--- src/rtl/pipeline_pkg.sv ---
// Shared definitions for the memory stage: funct3 access codes and LSU states.
package pipeline_pkg;

  // RV32I load/store funct3 encodings (size in [1:0], unsigned flag in [2])
  localparam logic [2:0] F3_B  = 3'b000;
  localparam logic [2:0] F3_H  = 3'b001;
  localparam logic [2:0] F3_W  = 3'b010;
  localparam logic [2:0] F3_BU = 3'b100;
  localparam logic [2:0] F3_HU = 3'b101;

  // IDLE accepts a new EX/MEM slot; MERGE writes back a read-modify-write word
  typedef enum logic {
    IDLE  = 1'b0,
    MERGE = 1'b1
  } lsu_state_e;

endpackage

--- src/rtl/pipeline_lsu_if.sv ---
// Word-addressed data memory port: combinational read, single-cycle word write.
interface pipeline_lsu_if #(
  parameter int XLEN = 32
) ();

  logic [XLEN-1:0] dm_address;
  logic [XLEN-1:0] dm_write_data;
  logic            dm_read;
  logic            dm_write;
  logic [XLEN-1:0] dm_read_data;

  modport master (
    output dm_address,
    output dm_write_data,
    output dm_read,
    output dm_write,
    input  dm_read_data
  );

  modport slave (
    input  dm_address,
    input  dm_write_data,
    input  dm_read,
    input  dm_write,
    output dm_read_data
  );

endinterface

--- src/rtl/pipeline_lsu_load_align.sv ---
// Picks the addressed byte/halfword out of a memory word and extends it to XLEN.
module load_align
  import pipeline_pkg::*;
#(
  parameter int XLEN = 32
) (
  input  logic [XLEN-1:0] word,
  input  logic [1:0]      lane,
  input  logic [2:0]      funct3,
  output logic [XLEN-1:0] data
);

  logic [7:0]  byte_sel;
  logic [15:0] half_sel;

  // Select the byte lane and the halfword lane named by the low address bits
  always_comb begin
    byte_sel = word[7:0];
    case (lane)
      2'd0:    byte_sel = word[7:0];
      2'd1:    byte_sel = word[15:8];
      2'd2:    byte_sel = word[23:16];
      default: byte_sel = word[31:24];
    endcase
    half_sel = lane[1] ? word[31:16] : word[15:0];
  end

  // Sign- or zero-extend by access type; undefined encodings read the whole word
  always_comb begin
    data = word;
    case (funct3)
      F3_B:    data = {{(XLEN-8){byte_sel[7]}}, byte_sel};
      F3_BU:   data = {{(XLEN-8){1'b0}}, byte_sel};
      F3_H:    data = {{(XLEN-16){half_sel[15]}}, half_sel};
      F3_HU:   data = {{(XLEN-16){1'b0}}, half_sel};
      F3_W:    data = word;
      default: data = word;
    endcase
  end

endmodule

--- src/rtl/pipeline_lsu.sv ---
// Memory stage: turns RV32I loads/stores into word accesses and registers MEM/WB.
// Sub-word stores are a read-modify-write spread over an IDLE and a MERGE cycle.
module pipeline_lsu
  import pipeline_pkg::*;
#(
  parameter int XLEN = 32
) (
  input  logic             clk,
  input  logic             reset,
  input  logic             ex_valid,
  input  logic [XLEN-1:0]  ex_result,
  input  logic [XLEN-1:0]  ex_wdata,
  input  logic [2:0]       ex_funct3,
  input  logic             ex_mem_read,
  input  logic             ex_mem_write,
  input  logic [4:0]       ex_rd,
  input  logic             ex_reg_write,
  pipeline_lsu_if.master   dm,
  output logic             stall,
  output logic             wb_valid,
  output logic [4:0]       wb_rd,
  output logic             wb_reg_write,
  output logic [XLEN-1:0]  wb_data,
  output logic             wb_misaligned
);

  lsu_state_e      state_q, state_d;
  logic [XLEN-1:0] mrg_addr_q, mrg_addr_d;
  logic [XLEN-1:0] mrg_data_q, mrg_data_d;
  logic            wb_valid_q, wb_valid_d;
  logic [4:0]      wb_rd_q, wb_rd_d;
  logic            wb_reg_write_q, wb_reg_write_d;
  logic [XLEN-1:0] wb_data_q, wb_data_d;
  logic            wb_misaligned_q, wb_misaligned_d;

  logic [XLEN-1:0] word_addr;
  logic [1:0]      lane;
  logic            is_op, is_byte, is_half, misaligned;
  logic [XLEN-1:0] load_data;
  logic [XLEN-1:0] merged_word;
  logic [XLEN-1:0] dm_address_o, dm_write_data_o;
  logic            dm_read_o, dm_write_o;

  assign word_addr = {ex_result[XLEN-1:2], 2'b00};
  assign lane      = ex_result[1:0];

  load_align #(.XLEN(XLEN)) u_load_align (
    .word   (dm.dm_read_data),
    .lane   (lane),
    .funct3 (ex_funct3),
    .data   (load_data)
  );

  // Decode access size and alignment; anything not B/H behaves as a word access
  always_comb begin
    is_op      = ex_valid & (ex_mem_read | ex_mem_write);
    is_byte    = (ex_funct3 == F3_B) || (ex_funct3 == F3_BU);
    is_half    = (ex_funct3 == F3_H) || (ex_funct3 == F3_HU);
    misaligned = 1'b0;
    if (is_half) begin
      misaligned = lane[0];
    end else if (!is_byte) begin
      misaligned = (lane != 2'b00);
    end
  end

  // Replace the addressed lane(s) of the freshly read word with the store data
  always_comb begin
    merged_word = dm.dm_read_data;
    if (is_byte) begin
      case (lane)
        2'd0:    merged_word[7:0]   = ex_wdata[7:0];
        2'd1:    merged_word[15:8]  = ex_wdata[7:0];
        2'd2:    merged_word[23:16] = ex_wdata[7:0];
        default: merged_word[31:24] = ex_wdata[7:0];
      endcase
    end else if (lane[1]) begin
      merged_word[31:16] = ex_wdata[15:0];
    end else begin
      merged_word[15:0] = ex_wdata[15:0];
    end
  end

  // Next state, memory strobes, stall and next MEM/WB contents; reset kills strobes
  always_comb begin
    state_d         = state_q;
    mrg_addr_d      = mrg_addr_q;
    mrg_data_d      = mrg_data_q;
    dm_address_o    = word_addr;
    dm_write_data_o = ex_wdata;
    dm_read_o       = 1'b0;
    dm_write_o      = 1'b0;
    stall           = 1'b0;
    wb_valid_d      = ex_valid;
    wb_rd_d         = ex_rd;
    wb_reg_write_d  = ex_valid & ex_reg_write;
    wb_data_d       = ex_result;
    wb_misaligned_d = 1'b0;
    case (state_q)
      IDLE: begin
        if (is_op) begin
          if (misaligned) begin
            wb_misaligned_d = 1'b1;
            wb_reg_write_d  = 1'b0;
          end else if (ex_mem_write) begin
            wb_reg_write_d = 1'b0;
            if (is_byte || is_half) begin
              dm_read_o  = 1'b1;
              stall      = 1'b1;
              mrg_addr_d = word_addr;
              mrg_data_d = merged_word;
              wb_valid_d = 1'b0;
              state_d    = MERGE;
            end else begin
              dm_write_o = 1'b1;
            end
          end else begin
            dm_read_o = 1'b1;
            wb_data_d = load_data;
          end
        end
      end
      MERGE: begin
        dm_address_o    = mrg_addr_q;
        dm_write_data_o = mrg_data_q;
        dm_write_o      = 1'b1;
        wb_valid_d      = 1'b1;
        wb_rd_d         = '0;
        wb_reg_write_d  = 1'b0;
        wb_data_d       = '0;
        state_d         = IDLE;
      end
      default: state_d = IDLE;
    endcase
    if (!reset) begin
      dm_read_o  = 1'b0;
      dm_write_o = 1'b0;
      stall      = 1'b0;
    end
  end

  // State, pending merge and MEM/WB registers with synchronous active-low reset
  always_ff @(posedge clk) begin
    if (!reset) begin
      state_q         <= IDLE;
      mrg_addr_q      <= '0;
      mrg_data_q      <= '0;
      wb_valid_q      <= 1'b0;
      wb_rd_q         <= '0;
      wb_reg_write_q  <= 1'b0;
      wb_data_q       <= '0;
      wb_misaligned_q <= 1'b0;
    end else begin
      state_q         <= state_d;
      mrg_addr_q      <= mrg_addr_d;
      mrg_data_q      <= mrg_data_d;
      wb_valid_q      <= wb_valid_d;
      wb_rd_q         <= wb_rd_d;
      wb_reg_write_q  <= wb_reg_write_d;
      wb_data_q       <= wb_data_d;
      wb_misaligned_q <= wb_misaligned_d;
    end
  end

  assign dm.dm_address    = dm_address_o;
  assign dm.dm_write_data = dm_write_data_o;
  assign dm.dm_read       = dm_read_o;
  assign dm.dm_write      = dm_write_o;

  assign wb_valid      = wb_valid_q;
  assign wb_rd         = wb_rd_q;
  assign wb_reg_write  = wb_reg_write_q;
  assign wb_data       = wb_data_q;
  assign wb_misaligned = wb_misaligned_q;

endmodule
--- src/flat_wrapper.sv ---
// flat-port wrapper written by rule: the top's interface ports become plain ports
module pipeline_lsu_flat import pipeline_pkg::*;
#(
  parameter int XLEN = 32
)
  (clk, reset, ex_valid, ex_result, ex_wdata, ex_funct3, ex_mem_read, ex_mem_write, ex_rd, ex_reg_write, stall, wb_valid, wb_rd, wb_reg_write, wb_data, wb_misaligned, dm_dm_address, dm_dm_write_data, dm_dm_read, dm_dm_write, dm_dm_read_data);
  pipeline_lsu_if #(.XLEN(XLEN)) dm_i ();
  input  logic clk;
  input  logic reset;
  input  logic ex_valid;
  input  logic [XLEN-1:0] ex_result;
  input  logic [XLEN-1:0] ex_wdata;
  input  logic [2:0] ex_funct3;
  input  logic ex_mem_read;
  input  logic ex_mem_write;
  input  logic [4:0] ex_rd;
  input  logic ex_reg_write;
  output logic stall;
  output logic wb_valid;
  output logic [4:0] wb_rd;
  output logic wb_reg_write;
  output logic [XLEN-1:0] wb_data;
  output logic wb_misaligned;
  output wire logic [$bits(dm_i.dm_address)-1:0] dm_dm_address;
  output wire logic [$bits(dm_i.dm_write_data)-1:0] dm_dm_write_data;
  output wire logic [$bits(dm_i.dm_read)-1:0] dm_dm_read;
  output wire logic [$bits(dm_i.dm_write)-1:0] dm_dm_write;
  input wire logic [$bits(dm_i.dm_read_data)-1:0] dm_dm_read_data;
  assign dm_dm_address = dm_i.dm_address;
  assign dm_dm_write_data = dm_i.dm_write_data;
  assign dm_dm_read = dm_i.dm_read;
  assign dm_dm_write = dm_i.dm_write;
  assign dm_i.dm_read_data = dm_dm_read_data;
  pipeline_lsu #(.XLEN(XLEN)) u_core (.clk(clk), .reset(reset), .ex_valid(ex_valid), .ex_result(ex_result), .ex_wdata(ex_wdata), .ex_funct3(ex_funct3), .ex_mem_read(ex_mem_read), .ex_mem_write(ex_mem_write), .ex_rd(ex_rd), .ex_reg_write(ex_reg_write), .dm(dm_i), .stall(stall), .wb_valid(wb_valid), .wb_rd(wb_rd), .wb_reg_write(wb_reg_write), .wb_data(wb_data), .wb_misaligned(wb_misaligned));
endmodule
--- config.mk ---
export PLATFORM = sky130hd
export DESIGN_NAME = pipeline_lsu_flat
export DESIGN_NICKNAME = d
export VERILOG_FILES = /design/src/rtl/pipeline_pkg.sv /design/src/rtl/pipeline_lsu_if.sv /design/src/rtl/pipeline_lsu_load_align.sv /design/src/rtl/pipeline_lsu.sv /design/src/flat_wrapper.sv
export SDC_FILE = /design/constraint.sdc
export NUM_CORES = 1
export LEC_CHECK = 0
export BUFFER_PORTS_ARGS = -buffer_cell sky130_fd_sc_hd__buf_2
export CAP_MARGIN = 20
export CORE_MARGIN = 3
export CORE_UTILIZATION = 45
export CTS_BUF_LIST = sky130_fd_sc_hd__clkbuf_8
export CTS_CLUSTER_SIZE = 14
export DETAILED_ROUTE_END_ITERATION = 10
export HOLD_SLACK_MARGIN = 0.08
export PLACE_DENSITY = 0.75
export SLEW_MARGIN = 20
export SYNTH_ARGS = -nofsm -noshare
export SYNTH_HDL_FRONTEND = slang
export SYNTH_SLANG_ARGS = --single-unit
export TNS_END_PERCENT = 50
--- constraint.sdc ---
create_clock -name clk -period 1.9 [get_ports clk]
set_input_delay 0.19 -clock clk [delete_from_list [all_inputs] [get_ports clk]]
set_output_delay 0.19 -clock clk [all_outputs]
set_load 0.05 [all_outputs]
==> results of run 1 <==
cells in the mapped netlist, drive strengths merged (2+ instances only):
library cell,instances
nand4,2
and2,7
o221ai,15
a221oi,9
a31oi,2
a21boi,38
o211ai,6
nor2b,7
nand2b,2
mux2i,25
dfxtp,103
nand3,4
and4,2
a21oi,56
nand2,107
o22a,8
inv,3
buf,29
o31ai,3
mux2,63
nor2,13
nor3,3
clkbuf,25
o21ai,69
nor3b,3
state kept, by name, indices dropped and copies added (netlist names):
name and flops:
u_core.wb_rd 5, u_core.wb_reg_write 1, u_core.wb_misaligned 1, u_core.mrg_data_q 32, u_core.state_q 1, u_core.wb_data 32, u_core.mrg_addr_q 30, u_core.wb_valid 1
cell families (layout without fill, tap and decap cells):
family          after synthesis  count (layout)  share of synthesized area [%]
compound gates              212             212                           25.3
buf+inv                      57             299                           5.24
flops                       103             103                           38.1
mux                          88              88                           17.7
other cells                   1               2                         0.0692
simple gates                157             157                           13.6
metrics by stage:
stage                     hold slack, ps  setup WS (ps)
after global routing                81.3          -22.0
after global placement               402           72.5
after floorplan                      278            195
final                               87.2           33.8
after CTS                           80.6           4.51
after detailed placement             394          -23.5
report_power, final:
part           total, mW  switching, mW  internal [mW]
Combinational       1.45          0.988          0.461
Sequential          2.29         0.0398           2.25
Clock               1.64          0.775          0.868
cell type report:
type	count	area [um2]	area share [%]
repair buffers	280	1690	23.3
well taps	143	179	2.46
clock buffers	9	124	1.71
flip-flops and latches	103	2060	28.4
inverters	3	11.3	0.155
multi-input cells	459	3080	42.4
clock inverters	7	114	1.57
tightest hold or removal path, cell delays in order:
cell,delay (ps)
buf_2,130
nand2_1,80
a21oi_2,50
timing repair:
item / 4_1_cts / 5_1_grt
setup endpoints to repair: 1 / 22
gates resized for setup: 2 / 2
endpoints found under the hold margin: 41 / 1
hold buffers: 35 / 1
pin swaps: 0 / 1
routing by layer:
layer  global-route usage [%]  part of all wire [%]  vias up
met5                        0                     0        -
met4                     8.74                   2.9        0
met3                     6.63                   7.5       42
met2                     47.3                    47      282
met1                     37.8                    42     2748
li1                         -                     -     2693
path summary, 6_finish.rpt:
path	to	depth (start not counted)	start
worst max-delay path	stall	4	u_core.state_q
worst max register to register	u_core.mrg_data_q[31]	4	u_core.state_q
worst min register to register	u_core.mrg_data_q[12]	2	u_core.mrg_data_q[12]
worst min-delay path	u_core.wb_data[27]	3	dm_dm_read_data[27]
==> results.py, run 1 <==
metrics = {
    "worst_setup_path": {
        "cp-start-kind": "flip-flop",
        "crit_fanout": 5,
        "critical_path_required_ps": 1710,
        "slowest_delay_ps": 370,
        "arrival_ps": 1680,
        "r2r_setup_slack_ps": 170,
        "critPathKind": "reg -> out",
        "worstPathBufferInverterCount": 1,
        "crit_family": "simple AND/OR/NAND/NOR gates",
        "slowest_stage": "dfxtp_2",
        "crit_chain": "nor3b_2, and4_4, and2_1, buf_4",
        "crit_path_end_kind": "output port",
    },
    "timing": {
        "hold_violations": 0,
        "slew_viol_final": 0,
        "worst_pin_slew_ps": 805,
        "setup_viol_count_final": 0,
        "post-route-period-util_pct": 98.2,
        "fmax_mhz": 536,
        "rsz0062_at_grt": "true",
        "finalCriticalPeriod_ps": 1870,
        "slew_headroom_pct": 46.2,
        "fin_setup_tns_ps": 0,
        "fin_skew_ps": 10.0,
    },
    "power_and_ir_drop": {
        "ir_drop_v": 0.000444,
        "total_power_mw": 5.38,
        "p_leak_nw": 3.15,
        "cellPowerDensity_nw_per_um2": 741,
    },
    "cells_and_area": {
        "finish.utilization_pct": 62.6,
        "nFillCells": 967,
        "final_nets": 966,
        "diodes": 0,
        "layout_common_cells": "buf_2 (212), nand2_1 (106), dfxtp_1 (102), o21ai_0 (66), mux2_2 (63)",
        "layout.cells.non_filler": 1004,
        "fin_area_um2": 7260,
        "layout_commonest_cell": "buf_2",
        "syn2layout_area_growth_pct": 34.1,
        "drive_above_1_share_pct": 40.1,
    },
    "synthesis": {
        "ys_seq_elements": 103,
        "synthTopCellsByArea": "dfxtp_1 (38%), mux2_2 (13%), nand2_1 (7.3%)",
        "syn-mean-instance-area_um2": 8.76,
        "syn-cell-area_um2": 5420,
        "synth_edf_count": 0,
        "yosysSeqAreaShare_pct": 38.1,
        "yosys_most_used_dff": "dfxtp_1",
        "yosysWarnings": 0,
        "ys_types": 51,
        "syn-instance-count": 618,
        "yosys.area.top_type": "dfxtp_1",
        "yosysTopAreaCellShare_pct": 38.1,
        "async_reset_ff_share_pct": 0,
    },
    "floorplan": {
        "dieArea_um2": 13400,
        "core-area_um2": 11600,
        "ios": 217,
        "die_width_um": 116,
        "die_h_um": 116,
        "num_rows": 39,
        "start_util_pct": 46.6,
    },
    "place": {
        "gp_congestion": 0.928,
        "dp.cells": 952,
        "io_buffer_count": 214,
        "place_area_um2": 6660,
        "dp_hpwl_um": 14500,
    },
    "clocking": {
        "htreeDepth": 3,
        "numCtsBuffers": 9,
        "post_cts.repair.setup_buffers": 0,
        "clockRootBuffer": "clkbuf_8",
        "insertion_delay_ps": 400,
        "cts_sinks": 103,
        "cts_buffer_depth": 2,
        "cts_tree": "done",
        "clkTransAtPathRegs_ps": 100,
    },
    "routing": {
        "routed_wl_um": 19700,
        "drt_iter0_markers": 555,
        "vias_per_cell": 5.74,
        "via_count": 5765,
        "avgRoutedWirePerCell_um": 19.7,
        "dr.pass1.iters": 5,
        "ant_nets": 0,
        "drc_errors": 0,
    },
    "global_route": {
        "grt_pass1_vias": 5328,
        "grt_max_degree": 42,
        "antenna_found_initial": 0,
        "grt_pass1_wl_um": 29400,
        "grt.overflow.total": 0,
        "grt_use_total_pct": 28.8,
    },
    "hold_path": {
        "hp-class": "in -> reg",
    },
    "run_status": {
        "outcome": "finished, final reports clean",
    },
    "flow_run": {
        "maxCapViolCount": 0,
    },
}
Note: power is estimated with default switching activity, not from simulation.
==> inputs of run 2 (changes only) <==
- CORE_ASPECT_RATIO: not set -> 0.8
- GPL_TIMING_DRIVEN: not set -> 1
==> run 2 against run 1 <==
Register-to-register slack about the same. Clock power is 15% lower. Global-route usage shrank 0.47 points. Worst setup slack got worse by 0.61 ps. Non-clock buffer count is 13 lower. Sequential power about the same. Sequential share of layout area up 0.61 points. Critical path depth stayed put. Via count is 0.66% higher. Cell count decreased by 0.70%. Largest power group unchanged. Combinational power is essentially flat.
==> results.py, run 2 (synthesis gave the netlist of run 1 again) <==
metrics = {
    "run_status": {
        "outcome": "finished, final reports clean",
    },
    "floorplan": {
        "start_util_pct": 46.5,
        "core-area_um2": 11600,
        "ios": 217,
        "die_h_um": 104,
        "die_width_um": 129,
        "dieArea_um2": 13400,
        "num_rows": 35,
    },
    "routing": {
        "drc_errors": 0,
        "dr.pass1.iters": 5,
        "routed_wl_um": 19900,
        "drt_iter0_markers": 410,
        "ant_nets": 0,
        "via_count": 5803,
        "avgRoutedWirePerCell_um": 19.9,
        "vias_per_cell": 5.82,
    },
    "power_and_ir_drop": {
        "p_int_mw": 3.24,
        "switching_power_mw": 1.87,
        "cellPowerDensity_nw_per_um2": 718,
        "pwr-share-comb_pct": 28.1,
        "swShare_pct": 36.6,
        "ir_drop_v": 0.000502,
        "pwr-share-clk_pct": 27.1,
        "seqPwrFrac_pct": 44.8,
        "p_leak_nw": 3.08,
    },
    "place": {
        "dp_hpwl_um": 14800,
        "place_area_um2": 6660,
        "io_buffer_count": 214,
        "gp_congestion": 0.984,
    },
    "global_route": {
        "grt_max_degree": 46,
        "antenna_found_initial": 3,
        "grt.overflow.total": 0,
        "grt_pass1_vias": 5758,
        "grt_use_total_pct": 28.3,
        "grt_pass1_wl_um": 30100,
    },
    "clocking": {
        "insertion_delay_ps": 370,
        "cts_sinks": 103,
        "cts_buffer_depth": 2,
        "cts_tree": "done",
        "clkTransAtPathRegs_ps": 110,
        "htreeDepth": 3,
        "clockRootBuffer": "clkbuf_8",
        "numCtsBuffers": 9,
    },
    "worst_setup_path": {
        "cp-start-kind": "flip-flop",
        "arrival_ps": 1680,
        "crit_path_end_kind": "output port",
        "crit_fanout": 8,
        "slowest_stage": "dfxtp_4",
        "critPathKind": "reg -> out",
        "critical_path_required_ps": 1710,
        "worstPathBufferInverterCount": 1,
        "crit_family": "simple AND/OR/NAND/NOR gates",
        "crit_chain": "nor3b_4, and4_4, and2_1, buf_4",
        "slowest_delay_ps": 420,
    },
    "timing": {
        "setup_viol_count_final": 0,
        "post-route-period-util_pct": 98.3,
        "fin_skew_ps": 7.69,
        "hold_violations": 0,
        "finalCriticalPeriod_ps": 1870,
        "slew_headroom_pct": 46.6,
        "worst_pin_slew_ps": 799,
        "rsz0062_at_grt": "true",
        "slew_viol_final": 0,
        "fmax_mhz": 536,
    },
    "cells_and_area": {
        "nFillCells": 1013,
        "multi_input_area_um2": 3090,
        "final_nets": 953,
        "drive_above_1_share_pct": 40.9,
        "final-seq-area_um2": 2070,
        "finish.utilization_pct": 61.1,
        "fin_area_um2": 7120,
        "syn2layout_area_growth_pct": 31.5,
        "layout_commonest_cell": "buf_2",
        "layout_common_cells": "buf_2 (213), nand2_1 (106), dfxtp_1 (102), o21ai_0 (66), mux2_2 (63)",
    },
    "hold_path": {
        "hp-class": "in -> reg",
    },
    "flow_run": {
        "maxCapViolCount": 0,
    },
}
[run 2: timing repair]
item | in CTS | in global routing
hold buffers | 23 | 0
buffers inserted | 1 | 0
hold endpoints to repair | 25 | 0
resized for setup | 6 | 2
endpoints found under the setup margin | 44 | 18
pin swaps | 1 | 0
[run 2: worst paths after layout]
| path | startpoint | endpoint | slack, ps | cells after the start |
|---|---|---|---|---|
| worst min register to register | u_core.mrg_data_q[13] | u_core.mrg_data_q[13] | 460 | 2 |
| worst max register to register | u_core.state_q | u_core.mrg_addr_q[13] | 160 | 5 |
| worst min-delay path | ex_result[30] | u_core.mrg_addr_q[30] | 90 | 3 |
| worst max-delay path | u_core.state_q | stall | 30 | 4 |
[run 2: metrics by stage]
stage               hold WS [ps]  worst slack (ps)  setup TNS [ps]  total power [mW]  instances
detailed placement           400             -48.6            -125              3.71        956
global placement             396               103               0              3.69        956
global route                84.5             -15.9           -15.9              5.33        997
finish                      89.3              33.2               0              5.11        997
floorplan                    278               195               0              3.26        619
CTS                         80.4              42.4               0              5.12        996
[run 2: tightest hold or removal path: stages]
cell and delay, ps:
buf_2 130, nand2_1 50, a21boi_0 60
[run 2: routing by layer]
metal / part of all wire [%] / GRT usage [%] / up-vias / wire length, um
li1: - / - / 2673 / -
met1: 41 / 36.1 / 2742 / 8170
met2: 46 / 46.3 / 341 / 9190
met3: 11 / 8.62 / 43 / 2150
met4: 1.8 / 7.65 / 4 / 352
met5: 0.091 / 0 / - / 18
[run 2: layout make-up]
type | count | share of cell area, %
multi-input combinational | 459 | 43.4
sequential | 103 | 29.0
timing repair buffer | 267 | 22.1
tap | 148 | 2.60
clock buffer | 10 | 1.93
clock inverter | 6 | 0.808
inverter | 3 | 0.158
antenna | 1 | 0.0351
[run 2: power by group through the flow]
stage	sequential, mW	combinational, mW	clock, mW
after floorplan	2.52	0.745	0
after global routing	2.30	1.50	1.53
after detailed placement	2.34	1.37	0
final	2.29	1.43	1.39
after CTS	2.29	1.42	1.42
after global placement	2.34	1.36	0
==> inputs of run 3 (changes only) <==
- clock period: 1.9 -> 2.2 ns (I/O delays scaled with it)
==> run 3 against run 2 <==
Flip-flop and latch count unchanged. Largest cell class unchanged. Global-route usage decreased by 1.0 points. Largest power group unchanged. Core utilization decreased by 2.5 points. Cell count is 2.6% lower. Power decreased by 15%.
==> results.py, run 3 (synthesis gave the netlist of run 1 again) <==
metrics = {
    "place": {
        "gp_congestion": 0.972,
        "io_buffer_count": 214,
        "dpl_worst_slack_ps": 157,
        "dp_hpwl_um": 14600,
        "dp.cells": 948,
    },
    "cells_and_area": {
        "layout.cells.non_filler": 971,
        "layout_commonest_cell": "buf_2",
        "final_nets": 928,
        "finish.utilization_pct": 58.6,
        "drive_above_1_share_pct": 40.9,
        "syn2layout_area_growth_pct": 26.1,
        "layout_common_cells": "buf_2 (214), nand2_1 (106), dfxtp_1 (102), o21ai_0 (66), mux2_2 (63)",
        "diodes": 0,
    },
    "timing": {
        "finalCriticalPeriod_ps": 2110,
        "fmax_mhz": 475,
        "worst_pin_slew_ps": 791,
        "slew_viol_final": 0,
        "fin_setup_tns_ps": 0,
        "fin_skew_ps": 7.79,
        "setup_viol_count_final": 0,
        "rsz0062_at_grt": "false",
        "slew_headroom_pct": 47.1,
        "post-route-period-util_pct": 95.7,
        "hold_violations": 0,
        "setup_slack_ps": 94.3,
    },
    "clocking": {
        "insertion_delay_ps": 380,
        "numCtsBuffers": 9,
        "clockRootBuffer": "clkbuf_8",
        "clkTransAtPathRegs_ps": 100,
        "cts_tree": "done",
        "htreeDepth": 3,
        "cts_buffer_depth": 2,
        "cts_sinks": 103,
    },
    "flow_run": {
        "maxCapViolCount": 0,
    },
    "worst_setup_path": {
        "r2r_setup_slack_ps": 430,
        "reg2reg_depth": 5,
        "critPathKind": "reg -> out",
        "critical_path_required_ps": 1980,
        "r2r_end": "u_core.mrg_addr_q[24]",
        "cp-start-kind": "flip-flop",
        "arrival_ps": 1890,
        "rr_startpoint": "u_core.state_q",
        "crit_fanout": 17,
        "crit_path_end_kind": "output port",
    },
    "routing": {
        "via_count": 5649,
        "drc_errors": 0,
        "dr.pass1.iters": 5,
        "vias_per_cell": 5.82,
        "routed_wl_um": 19300,
        "drt_iter0_markers": 443,
        "ant_nets": 0,
        "avgRoutedWirePerCell_um": 19.8,
    },
    "power_and_ir_drop": {
        "cellPowerDensity_nw_per_um2": 634,
        "p_leak_nw": 2.94,
        "ir_drop_v": 0.000383,
    },
    "run_status": {
        "outcome": "finished, final reports clean",
    },
    "global_route": {
        "grt_pass1_vias": 5487,
        "grt_pass1_wl_um": 29000,
        "grt_use_total_pct": 27.3,
        "grt_max_degree": 41,
        "antenna_found_initial": 1,
        "grt.overflow.total": 0,
    },
    "hold_path": {
        "hp-class": "in -> reg",
        "holdPathEnd": "u_core.wb_data[9]",
        "hold_start": "ex_result[9]",
        "hold_depth": 3,
    },
    "floorplan": {
        "core-area_um2": 11600,
        "ios": 217,
        "die_width_um": 129,
        "start_util_pct": 46.5,
        "num_rows": 35,
        "dieArea_um2": 13400,
        "die_h_um": 104,
    },
}
run 3: changes by cell type in the layout (fill, tap and decap cells not counted), sizes merged:
| cell | previous run | this run |
|---|---|---|
| buf | 244 | 235 |
| clkbuf | 10 | 9 |
| clkinv | 1 | 2 |
| clkinvlp | 0 | 1 |
| diode | 1 | 0 |
| dlygate4sd3 | 23 | 7 |
| inv | 8 | 7 |
run 3: repair_timing:
| action | in CTS | in global routing |
|---|---|---|
| hold buffers | 6 | 1 |
| resized for setup | 1 | 0 |
| setup buffers | 0 | 0 |
| hold endpoints to repair | 6 | 1 |
| endpoints found under the setup margin | 1 | 0 |
run 3: metrics by stage:
stage	total power [mW]	instance area [um2]	hold slack, ps
finish	4.33	6830	97.9
global route	4.50	6830	95.6
CTS	4.34	6820	88.5
detailed placement	3.19	6570	429
global placement	3.17	6570	423
floorplan	2.82	5420	308
run 3: power by group:
group	total, mW	switching, mW	internal, mW
clock network	1.16	0.721	0.436
registers	1.98	0.0331	1.94
logic	1.19	0.842	0.350
total	4.33	1.60	2.73
run 3: final cells by class:
cell class,instances,area [um2]
clock buffers,9,124
clock inverters,7,63.8
fillers,1057,4820
inverters,3,11.3
multi-input cells,459,3080
flip-flops and latches,103,2060
well taps,148,185
repair buffers,242,1300
run 3: worst max-delay path, cell delays in order (launching register included):
cell and delay (ps):
dfxtp_2 590, buf_4 330, mux2_2 370, buf_2 210
run 3: how the worst max path moves through the flow:
stage                                     end  slack, ps  cells past startpoint            from
final                     dm_dm_write_data[8]         90                      3  u_core.state_q
after global routing         dm_dm_address[5]         20                      3  u_core.state_q
after CTS                 dm_dm_write_data[8]         90                      3  u_core.state_q
after detailed placement   u_core.wb_data[18]        160                      5    ex_funct3[1]
after global placement     u_core.wb_data[31]        250                      5    ex_funct3[1]
after floorplan                    dm_dm_read         70                      4    ex_funct3[0]
run 3: routing by layer:
metal	vias up	part of all wire (%)	wire, um	global-route usage (%)
li1	2619	-	-	-
met1	2670	42	8120	36.6
met2	312	46	8800	43.2
met3	46	10	1960	7.39
met4	2	1.9	359	7.35
met5	-	0.057	11	0
